**src/rtl/fq_pkg.sv**
```systemverilog
// Shared types and helpers for the fetch queue.
// Latency: n/a (types, constants and a pure function only).
// Backpressure: n/a.
package fq_pkg;

  localparam logic [31:0] NOP_INSTR = 32'h0000_0000;

  typedef struct packed {
    logic [31:0] instr;
    logic [31:0] pc;
  } fq_entry_t;

  // Instructions are word aligned, so the two low PC bits carry no information.
  function automatic logic [31:0] align_pc(input logic [31:0] pc);
    return pc & ~32'h0000_0003;
  endfunction

endpackage

```
**src/rtl/fq_ptr.sv**
```systemverilog
// Wrapping read/write pointer for the fetch queue ring buffer.
// Latency: the new pointer value is visible the cycle after inc_i/clr_i.
// Backpressure: none; the caller decides when to advance.
module fq_ptr #(
  parameter int PTR_W = 2
) (
  input  logic             clk,
  input  logic             reset,
  input  logic             inc_i,
  input  logic             clr_i,
  output logic [PTR_W-1:0] ptr_o
);

  logic [PTR_W-1:0] ptr_q, ptr_d;

  // Clear wins over increment; power-of-two depth makes the natural overflow the wrap.
  always_comb begin
    ptr_d = ptr_q;
    if (clr_i) begin
      ptr_d = '0;
    end else if (inc_i) begin
      ptr_d = ptr_q + 1'b1;
    end
  end

  // Pointer register.
  always_ff @(posedge clk or posedge reset) begin
    if (reset) begin
      ptr_q <= '0;
    end else begin
      ptr_q <= ptr_d;
    end
  end

  assign ptr_o = ptr_q;

endmodule

```
**src/rtl/fetch_queue.sv**
```systemverilog
// Fetch-to-decode instruction buffer with branch-redirect flush; FQ_BYPASS_EN adds an empty-queue bypass.
// Latency: 1 cycle push-to-output (0 cycles through the bypass when FQ_BYPASS_EN is defined).
// Backpressure: in_ready drops when full regardless of out_ready; pushes while full are dropped and set sticky ovf.
module fetch_queue
  import fq_pkg::*;
#(
  parameter  int DEPTH  = 4,
  parameter  int DATA_W = 32,
  localparam int PTR_W  = $clog2(DEPTH)
) (
  input  logic              clk,
  input  logic              reset,
  input  logic              in_valid,
  input  logic [DATA_W-1:0] in_instr,
  input  logic [DATA_W-1:0] in_pc,
  output logic              in_ready,
  output logic              out_valid,
  output logic [DATA_W-1:0] out_instr,
  output logic [DATA_W-1:0] out_pc,
  input  logic              out_ready,
  input  logic              flush,
  output logic [PTR_W:0]    count,
  output logic              ovf
);

  localparam logic [PTR_W:0] FULL_CNT = (PTR_W+1)'(DEPTH);

  logic [PTR_W-1:0] rd_ptr, wr_ptr;
  logic [PTR_W:0]   count_q, count_d;
  logic             ovf_q, ovf_d;
  fq_entry_t        mem_q [DEPTH];
  logic             empty, full, bypass, push, pop;

  // Handshake decode and output mux; flush suppresses both push and pop.
  always_comb begin
    empty  = (count_q == '0);
    full   = (count_q == FULL_CNT);
    bypass = 1'b0;
`ifdef FQ_BYPASS_EN
    bypass = empty & in_valid & out_ready & ~flush;
`endif
    in_ready  = ~full;
    // A bypassed word goes straight to decode, so it must not also be written.
    push      = in_valid & ~full & ~flush & ~bypass;
    pop       = ~empty & out_ready & ~flush;
    out_valid = ~empty | bypass;
    out_instr = NOP_INSTR;
    out_pc    = '0;
    if (bypass) begin
      out_instr = in_instr;
      out_pc    = align_pc(in_pc);
    end else if (!empty) begin
      out_instr = mem_q[rd_ptr].instr;
      out_pc    = mem_q[rd_ptr].pc;
    end
  end

  // Occupancy and sticky overflow next state.
  always_comb begin
    count_d = count_q;
    ovf_d   = ovf_q | (in_valid & full & ~flush);
    if (flush) begin
      count_d = '0;
    end else if (push && !pop) begin
      count_d = count_q + 1'b1;
    end else if (pop && !push) begin
      count_d = count_q - 1'b1;
    end
  end

  // Occupancy and overflow registers.
  always_ff @(posedge clk or posedge reset) begin
    if (reset) begin
      count_q <= '0;
      ovf_q   <= 1'b0;
    end else begin
      count_q <= count_d;
      ovf_q   <= ovf_d;
    end
  end

  // Entry storage is not reset; count gates every read.
  always_ff @(posedge clk) begin
    if (push) begin
      mem_q[wr_ptr] <= '{instr: in_instr, pc: align_pc(in_pc)};
    end
  end

  fq_ptr #(.PTR_W(PTR_W)) u_rd_ptr (
    .clk   (clk),
    .reset (reset),
    .inc_i (pop),
    .clr_i (flush),
    .ptr_o (rd_ptr)
  );

  fq_ptr #(.PTR_W(PTR_W)) u_wr_ptr (
    .clk   (clk),
    .reset (reset),
    .inc_i (push),
    .clr_i (flush),
    .ptr_o (wr_ptr)
  );

  assign count = count_q;
  assign ovf   = ovf_q;

endmodule

```
**config.mk**
```make
export PLATFORM = sky130hd
export DESIGN_NAME = fetch_queue
export DESIGN_NICKNAME = d
export VERILOG_FILES = /design/src/rtl/fq_pkg.sv /design/src/rtl/fq_ptr.sv /design/src/rtl/fetch_queue.sv
export SDC_FILE = /design/constraint.sdc
export NUM_CORES = 1
export LEC_CHECK = 0
export ABC_AREA = 1
export ABC_CLOCK_PERIOD_IN_PS = 6700
export BUFFER_PORTS_ARGS = -buffer_cell sky130_fd_sc_hd__buf_2
export CORE_MARGIN = 3
export CORE_UTILIZATION = 40
export DETAILED_ROUTE_END_ITERATION = 10
export MAX_ROUTING_LAYER = met4
export PLACE_DENSITY = 0.63
export SLEW_MARGIN = 10
export SYNTH_ARGS = -nofsm -noshare
export SYNTH_HDL_FRONTEND = slang
export SYNTH_SLANG_ARGS = --single-unit
```
**constraint.sdc**
```tcl
create_clock -name clk -period 6.7 [get_ports clk]
set_input_delay 0.335 -clock clk [delete_from_list [all_inputs] [get_ports clk]]
set_output_delay 0.335 -clock clk [all_outputs]
set_load 0.005 [all_outputs]
```
; ---- Word-level counts from Yosys, hierarchy flattened
; Memory sizes are Yosys's and may differ from the RTL's.
; Cells that the tools add are included.
[totals]
elab_cells = 39
latch_bits = 0
ramBits = 248
inputBits = 69
n_memories = 1
output_inout_bits = 70
rom_bits = 0
ff_bits = 8
[memory_table]
columns = name, words, width, rd, rd_ports_with_merged_regs, write_ports, line
row1 = mem_q, 4, 62, 1, 0, 1, fetch_queue.sv:31  ; fq_entry_t mem_q [DEPTH];
[op_classes]
n_eq_ne = 1
bitwise_logic = 10
n_reduce_logical = 8
magnitude_cmp = 0
shifts = 0
add_sub_neg = 4
div_mod_pow = 0
muxes = 11
mul = 0
[op_table]
columns = operator, count
row1 = 32-bit two-way mux, 2
row2 = 3-bit two-way mux, 3
row3 = 2-bit two-way mux, 4
row4 = 1-bit bitwise AND, 6
row5 = "2-bit by 1-bit adder with 2-bit output, second input constant", 2
row6 = 2-bit nonzero test, 2
row7 = "3-bit by 1-bit adder with 3-bit output, second input constant", 1
row8 = "3-bit equality test, second input constant", 1
row9 = 3-bit logical NOT, 1
row10 = 1-bit inverter, 3
row11 = 3-bit nonzero test, 1
row12 = "3-bit by 1-bit subtractor with 3-bit output, second input constant", 1
row13 = 1-bit logical AND, 2
row14 = 1-bit logical NOT, 2
row15 = 1-bit two-way mux, 2
row16 = 1-bit bitwise OR, 1

; ---- Depth between registers and ports, before layout
; Gate-level depths: netlist (run 1).
[logic_depth]
depth_word = 9
mapped_depth = 12

; ---- Modules after synthesis
; Synthesis (run 1) repeated with hierarchy kept, for this count alone.
[hier_totals]
cells_unflattened = 805
area_unflattened_um2 = 10094.7
[modules_own_cells]
columns = module, area_each_um2, instances, cells_each
row1 = fetch_queue, 9914.5, 1, 781
row2 = fq_ptr, 90.1, 2, 12

; ---- Least setup slack after synthesis (run 1)
; No wires, ideal clock.
[synth_timing]
path_kind = flip-flop to flip-flop
from = register count_q[2] (netlist: count[2])
to = memory mem_q[0][0] (netlist name), enable pin
arrival_ns = 3.336
slack_ns = 2.881
period_less_slack_ns = 3.819
path_stages_with_launch = 4
cell_sequence = dfrtp_1 nand2_1 nand3_2 nor2_1
[synth_via]
elab_chain_cells = 6
[synth_rtl]
columns = element, line
row1 = start: declaration, fetch_queue.sv:29  ; logic [PTR_W:0] count_q, count_d;
row2 = start signal: assignment, fetch_queue.sv:77  ; count_q <= count_d;
row3 = 3-bit equality test, fetch_queue.sv:37  ; full = (count_q == FULL_CNT);
row4 = 1-bit inverter, -
row5 = named net in_ready, fetch_queue.sv:16  ; output logic in_ready,
row6 = 1-bit bitwise AND (2 in series), fetch_queue.sv:44  ; push = in_valid & ~full & ~flush & ~bypass;
row7 = 1-bit two-way mux, fetch_queue.sv:84  ; if (push) begin
row8 = 1-bit two-way mux (implied by the code), fetch_queue.sv:85  ; mem_q[wr_ptr] <= '{instr: in_instr, pc: align_pc(in_pc)};
row9 = end: declaration, fetch_queue.sv:31
; The timed path passes the listed nets, and every way through them passes these cells.

; ---- Final worst setup path (run 1)
[layout_timing]
from = register u_rd_ptr.ptr_q[0] (netlist: u_rd_ptr.ptr_o[0])
to = output out_pc[4]
[layout_via]
elab_chain_cells = 2
[layout_rtl]
columns = element, line
row1 = start: declaration, fq_ptr.sv:14  ; logic [PTR_W-1:0] ptr_q, ptr_d;
row2 = start signal: assignment, fq_ptr.sv:31  ; ptr_q <= ptr_d;
row3 = memory read 4 x 62 bit, -
row4 = 32-bit two-way mux, fetch_queue.sv:52  ; end else if (!empty) begin
row5 = end: declaration, fetch_queue.sv:19  ; output logic [DATA_W-1:0] out_pc,
; Every way passes these cells.

==> results of run 1 <==
[power groups by stage]
| stage | sequential, mW | combinational (mW) | clock (mW) |
|---|---|---|---|
| floorplan | 1.92 | 0.646 | 0 |
| global placement | 1.96 | 1.02 | 0 |
| detailed placement | 1.96 | 1.03 | 0 |
| CTS | 1.93 | 1.05 | 1.50 |
| global route | 1.94 | 1.15 | 1.57 |
| finish | 1.93 | 1.02 | 1.47 |
[cell type report]
class / count / area, um^2 / area share (%)
Clock inverter: 16 / 178 / 1.47
Timing Repair Buffer: 165 / 958 / 7.91
Clock buffer: 33 / 698 / 5.76
Tap cell: 324 / 405 / 3.34
Inverter: 17 / 66.3 / 0.547
Sequential cell: 256 / 7650 / 63.1
Multi-Input combinational cell: 481 / 2160 / 17.9
[per-layer routing]
layer | global-route usage (%) | part of all wire (%)
met1 | 19.0 | 43
met2 | 28.8 | 50
met3 | 2.89 | 4.9
met4 | 4.00 | 2.4
met5 | - | 0
[how the worst min path moves through the flow]
stage | endpoint | slack (ps)
2_1_floorplan | count[0] | 150
6_report | mem_q[1][18] | 30
4_1_cts | mem_q[1][12] | 1
5_1_grt | mem_q[2][12] | 2
3_5_place_dp | u_wr_ptr.ptr_o[0] | 320
3_3_place_gp | u_wr_ptr.ptr_o[1] | 330
[placed cells by master (no fill, tap or decap)]
cell,synthesis,routed
a21oi_1,64,64
a21oi_2,1,1
buf_2,20,134
buf_4,9,9
bufinv_16,0,4
clkbuf_1,8,6
clkbuf_16,0,27
clkinv_1,0,4
clkinv_2,0,7
clkinvlp_4,0,1
conb_1,1,2
dfrtp_1,8,6
dfrtp_2,0,1
dfrtp_4,0,1
dlygate4sd3_1,0,22
edfxtp_1,248,248
fa_1,1,1
ha_1,4,4
inv_1,11,11
inv_2,5,5
inv_4,1,1
nand2_1,16,16
nand2_2,3,3
nand3_1,3,3
nand3_2,1,1
nor2_1,253,249
nor2_2,2,2
nor2_4,0,4
nor3_1,1,1
o21ai_0,78,78
o21ai_1,50,50
o21bai_1,1,1
xnor2_1,1,1
[flip-flops by register name, summed over array words and instances, names as in the netlist]
signal / cells
ovf: 1
u_wr_ptr.ptr_o: 2
u_rd_ptr.ptr_o: 2
mem_q: 248
count: 3
[cells by family after synthesis]
family | share of synthesized area (%)
XOR/XNOR | 0.0865
other | 0.0370
adder cells (fa/ha/maj) | 0.692
AND/OR/NAND/NOR | 10.6
flip-flops | 75.5
AO/OA/AOI/OAI | 9.65
buffers and inverters | 3.46
[cell usage after synthesis, types with 2 or more instances]
| master | count |
|---|---|
| nor2_1 | 253 |
| edfxtp_1 | 248 |
| o21ai_0 | 78 |
| a21oi_1 | 64 |
| o21ai_1 | 50 |
| buf_2 | 20 |
| nand2_1 | 16 |
| inv_1 | 11 |
| buf_4 | 9 |
| clkbuf_1 | 8 |
| dfrtp_1 | 8 |
| buf_6 | 6 |
| buf_1 | 5 |
| inv_2 | 5 |
| ha_1 | 4 |
| nand2_2 | 3 |
| nand3_1 | 3 |
| nor2_2 | 2 |
[through the flow]
stage          hold WS (ps)  util [%]
6_report               28.6      49.3
5_1_grt                2.29      49.3
4_1_cts                1.02      49.3
3_5_place_dp            321      44.8
3_3_place_gp            328      44.8
2_1_floorplan           151         -
==> summary.txt, run 1 <==
Run status
  – Run status: finished, final reports clean

Clock tree
  – Clk sinks: ~260
  – Postcts setup bufs: 0
  – CTS root buf: clkbuf_16
  – Clock latency on the worst-skew pair: between 500 and 600 ps
  – Clock-pin slew of the registers on the worst-case setup and hold paths: roughly 60 ps
  – CTS Hold Bufs: 22
  – CTS max path bufs: 3
  – H-tree depth: 1
  – Cts repair resizes: 0
  – Inserted Clock Buffers: 27
  – CTS tree: built

Finish
  – FILL cells: about 2.1k
  – Area delta synth->final: 19.7%
  – Final Non-Filler Cells: 1292
  – Fin area: 0.0121 mm^2
  – Antenna cells: 0
  – Fin nets: ~1.0k
  – Layout cells sized above 1: roughly a fifth

Placement
  – Routability cong.: 0.727
  – Pre-CTS setup slack: 3620 ps
  – Cells after DPL: 1221
  – IO buf count: 134
  – Placed Area: 0.0110 mm^2
  – Post-detail-place hpwl: 11.1 mm

Critical path
  – Reg2reg setup slack: around 3800 ps
  – Worst Setup Start Kind: register
  – Crit end category: output port
  – Max incr delay on CP: slightly below 800 ps
  – Stages on worst setup path: 5
  – CP delay by family, top: buffers and inverters
  – CP required: 6360 ps
  – Worst setup endpoint: out_pc[4]
  – Critical R2R Capture: mem_q[1][8]
  – Crit. Startpoint: u_rd_ptr.ptr_o[0]
  – Critical path type: register to output port
  – R2R depth: 4
  – Critical path arrival: 3280 ps
  – Slowest cell on the critical path: buf_4
  – Critical Path, Cell by Cell: inv_4 -> buf_4 -> o21ai_0 -> a21oi_1 -> buf_2
  – Critical path fanouts, max: 91
  – Worst r2r src: count[2]
  – CP bufs+invs: 3

Worst hold path
  – Worst Hold Launch: in_pc[20]
  – Hold Path Stages: 1
  – Worst Hold Class: input pin to register

Logic synthesis
  – Flops & latches, synth: 256
  – Avg Cell Area, Syn: roughly 13 um^2
  – Post-Syn Instances: 801
  – Post-synthesis async set-or-reset flop share: 3.13%
  – Leading area contributor after synthesis: edfxtp_1
  – Post-Synthesis Cell Area: 0.0101 mm^2
  – Share of the synthesized area in the top cell type: 73.5%
  – Ys flop type: edfxtp_1
  – Sequential area share after synthesis: 75.5%
  – Synth cell types: 26
  – Yosys warns: 0
  – Main area contributors after synthesis: edfxtp_1, nor2_1, o21ai_0
  – EDFF count, synth: 248

STA
  – Slew @ Worst Pin: 1150 ps
  – Unrepaired setup endpoints after global routing: false
  – Final Hold Viols: 0
  – Fin Setup TNS: 0 ps
  – Pins over their slew limit: 0
  – # setup viols final: 0
  – Final worst setup slack: about 3100 ps
  – Period Utilization, post-route: 53.9%
  – Achievable frequency: roughly 280 MHz
  – Relative slew margins: 23.3%
  – Fin Clk Skew: 19.6 ps
  – Min cycle time layout: ~3600 ps

Floorplanning
  – Die width: roughly 170 um
  – Initial cell density of the core: 41.2%
  – Die Span Y: 165 um
  – Floorplan row count: 57
  – I/O pin count: 139
  – Core box area: 0.0246 mm^2
  – Die area: 0.0273 mm^2

Drt
  – Drt initial violations: 356
  – Total DRC errors in the routed layout: 0
  – Average wire per standard cell: 16.8 um
  – Detail Route Antenna Nets: 0
  – Via Count: 6358
  – First-pass DRT Iterations: 4
  – Vias per cell: 4.92
  – DRT Wirelength: 21.7 mm

Power
  – Pwr per Cell Area: 364 mW/mm^2
  – Tot Pwr: 4.41 mW
  – Sw Pwr: about 1.3 mW
  – Comb pwr share: a little under a quarter
  – Sw Share: 29.3%
  – Flop pwr share: 43.7%
  – Maximum vdd ir drop: 0.000289 V
  – Leakage: 4.39 nW
  – Clk network pwr share: 33.2%
  – Int Pwr: 3.12 mW

Global routing
  – Overall Global Routing Usage: roughly 16%
  – Largest net degree at the start of global routing: between 90 and 100
  – Vias in the first global route: 6146
  – Gr ovfl total: 0
  – Initial antenna violation count: 0
  – First-pass GRT wire length: 33.0 mm

Run
  – Maxcap violations: 0
Power figures use the tool's default switching activity.
==> inputs of run 2 (changes only) <==
--- a/config.mk
+++ b/config.mk
@@ -6,7 +6,7 @@
 export NUM_CORES = 1
 export LEC_CHECK = 0
 export ABC_AREA = 1
-export ABC_CLOCK_PERIOD_IN_PS = 6700
+export ABC_CLOCK_PERIOD_IN_PS = 3630
 export BUFFER_PORTS_ARGS = -buffer_cell sky130_fd_sc_hd__buf_2
 export CORE_MARGIN = 3
 export CORE_UTILIZATION = 40
==> constraint.sdc (replaced) <==
create_clock -name clk -period 3.63 [get_ports clk]
set_input_delay 0.1815 -clock clk [delete_from_list [all_inputs] [get_ports clk]]
set_output_delay 0.1815 -clock clk [all_outputs]
set_load 0.005 [all_outputs]
==> summary.txt, run 2 (same netlist as run 1, synthesis figures left out) <==
Critical path
  – Critical R2R Capture: u_rd_ptr.ptr_o[0] (was mem_q[1][8])
  – Worst Setup Start Kind: register (unchanged)
  – Critical Path, Cell by Cell: inv_4 -> buf_4 -> o21ai_0 -> a21oi_1 -> buf_2 (unchanged)
  – CP required: 3450 ps (was 6360 ps)
  – Max incr delay on CP: 570 ps (was 790 ps)
  – CP delay by family, top: buffers and inverters (unchanged)
  – Crit. Startpoint: u_rd_ptr.ptr_o[0] (unchanged)
  – Slowest cell on the critical path: inv_4 (was buf_4)
  – Crit end category: output port (unchanged)
  – R2R depth: 5 (was 4)
  – Stages on worst setup path: 5 (unchanged)
  – CP bufs+invs: 3 (unchanged)
  – Critical path fanouts, max: 80 (was 91)
  – Critical path type: register to output port (unchanged)
  – Critical path arrival: 2470 ps (was 3280 ps)
  – Worst setup endpoint: out_pc[23] (was out_pc[4])
  – Worst r2r src: u_rd_ptr.ptr_o[0] (was count[2])
  – Reg2reg setup slack: 1280 ps (was 3840 ps)

Finish
  – Antenna cells: 0 (unchanged)
  – Fin nets: 1071 (was 1022)
  – Commonest non-fill, non-tap cell in the layout: nor2_1 (unchanged)
  – Layout cells sized above 1: 20.2% (was 20.8%)
  – Commonest cells after routing, fill and taps aside: nor2_1, edfxtp_1, buf_2 (unchanged)
  – Area delta synth->final: 24.7% (was 19.7%)
  – Reg with most FFs: mem_q (unchanged)
  – Number of flip-flops in the largest register: 248 (unchanged)
  – Final Non-Filler Cells: 1341 (was 1292)
  – FILL cells: 2098 (was 2105)
  – Fin util: 51.3% (was 49.3%)

Floorplanning
  – Initial cell density of the core: 41.2% (unchanged)
  – Core box area: 0.0246 mm^2 (unchanged)
  – Floorplan row count: 57 (unchanged)
  – Die area: 0.0273 mm^2 (unchanged)
  – Die width: 165 um (unchanged)
  – I/O pin count: 139 (unchanged)
  – Die Span Y: 165 um (unchanged)

Drt
  – Drt initial violations: 385 (was 356)
  – Vias per cell: 4.87 (was 4.92)
  – DRT Wirelength: 22.3 mm (was 21.7 mm)
  – Via Count: 6532 (was 6358)
  – Detail Route Antenna Nets: 0 (unchanged)
  – Total DRC errors in the routed layout: 0 (unchanged)
  – First-pass DRT Iterations: 4 (unchanged)
  – Average wire per standard cell: 16.6 um (was 16.8 um)

Global routing
  – Overall Global Routing Usage: 16.7% (was 16.2%)
  – Largest net degree at the start of global routing: 81 (was 92)
  – Gr ovfl total: 0 (unchanged)
  – GRT met3 Usage: 2.32% (was 2.89%)
  – First-pass GRT wire length: 34.5 mm (was 33.0 mm)
  – Vias in the first global route: 6437 (was 6146)
  – Grt met2 use: 29.4% (was 28.8%)
  – Met1 Usage GRT: 20.4% (was 19.0%)
  – GR peak layer: met2 (unchanged)
  – Initial antenna violation count: 0 (unchanged)

Clock tree
  – CTS root buf: clkbuf_16 (unchanged)
  – CTS max path bufs: 3 (unchanged)
  – Clk sinks: 256 (unchanged)
  – H-tree depth: 1 (unchanged)
  – Cts repair resizes: 0 (unchanged)
  – Clock latency on the worst-skew pair: 530 ps (about the same)
  – CTS tree: built (unchanged)
  – Inserted Clock Buffers: 27 (unchanged)
  – Clock-pin slew of the registers on the worst-case setup and hold paths: 60 ps (about the same)

Placement
  – IO buf count: 134 (unchanged)
  – Post-detail-place hpwl: 12.0 mm (was 11.1 mm)
  – Routability cong.: 0.738 (was 0.727)
  – Cells after DPL: 1226 (was 1221)

STA
  – Achievable frequency: ~380 MHz
  – Final Hold Viols: 0 (unchanged)
  – Pins over their slew limit: 0 (unchanged)
  – Hold slack final: 77.1 ps (was 28.6 ps)
  – Fin Clk Skew: 15.3 ps (was 19.6 ps)
  – Period Utilization, post-route: 73.1%
  – Relative slew margins: 41.6% (was 23.3%)
  – Unrepaired setup endpoints after global routing: false (unchanged)
  – # setup viols final: 0 (unchanged)
  – Slew @ Worst Pin: 876 ps (was 1150 ps)
  – Min cycle time layout: 2650 ps

Power
  – Maximum vdd ir drop: 0.000383 V (was 0.000289 V)
  – Leakage: 4.60 nW (was 4.39 nW)
  – Tot Pwr: 8.19 mW (was 4.41 mW)
  – Pwr per Cell Area: 648 mW/mm^2 (was 364 mW/mm^2)

Worst hold path
  – Worst Hold Class: input pin to register (unchanged)
  – Hold Path Stages: 4 (was 1)

Run
  – Maxcap violations: 0 (unchanged)

Run status
  – Run status: finished, final reports clean (unchanged)
==> run 2: cell count changes in the layout (fill, tap and decap cells not counted), sizes merged <==
cell         delta
dlygate4sd3    +44
bufinv          -1
buf             +5
inv             +2
clkbuf          -1
==> run 2: power by group <==
group	internal, mW	leakage (nW)	switching [mW]	total, mW
sequential	3.43	2.35	0.0570	3.49
combinational	0.753	1.84	1.29	2.05
clock	1.57	0.419	1.08	2.65
==> run 2: worst min path at each step <==
stage / from / end / slack (ps)
2_1_floorplan: reset / count[0] / -3
4_1_cts: out_ready / u_rd_ptr.ptr_o[1] / 60
5_1_grt: out_ready / u_rd_ptr.ptr_o[1] / 100
3_3_place_gp: reset / u_wr_ptr.ptr_o[1] / 160
3_5_place_dp: reset / u_wr_ptr.ptr_o[1] / 170
6_report: out_ready / u_rd_ptr.ptr_o[1] / 80
==> run 2: cell type report <==
class / count / area (um^2) / share of cell area [%]
clock inverters: 17 / 163 / 1.29
inverters: 17 / 66.3 / 0.525
clock buffers: 32 / 694 / 5.50
well taps: 324 / 405 / 3.21
repair buffers: 214 / 1490 / 11.8
flip-flops and latches: 256 / 7650 / 60.6
multi-input cells: 481 / 2160 / 17.1
==> run 2: stage by stage <==
| step | setup slack, ps | cell area (um^2) | setup TNS, ps |
|---|---|---|---|
| after detailed placement | 1260 | 11100 | 0 |
| after global placement | 1290 | 11100 | 0 |
| after global routing | 757 | 12600 | 0 |
| after CTS | 896 | 12600 | 0 |
| final | 975 | 12600 | 0 |
| after floorplan | -189 | 10100 | -46780 |
==> run 2: layer usage <==
metal / wire, um / share of wire [%]
met5: 0 / 0
met4: 385 / 1.7
met3: 1080 / 4.8
met2: 11300 / 51
met1: 9530 / 43
==> run 2: repair_timing <==
item,4_1_cts,5_1_grt
buffers inserted,0,0
hold buffers,66,0
hold endpoints to repair,263,0
==> run 2: worst reg2reg max path: cells and delay by family (launching register included) <==
family | cells | cell delay [ps]
DFF | 1 | 500
buffers and inverters | 3 | 1540
and+or+nand+nor | 2 | 260
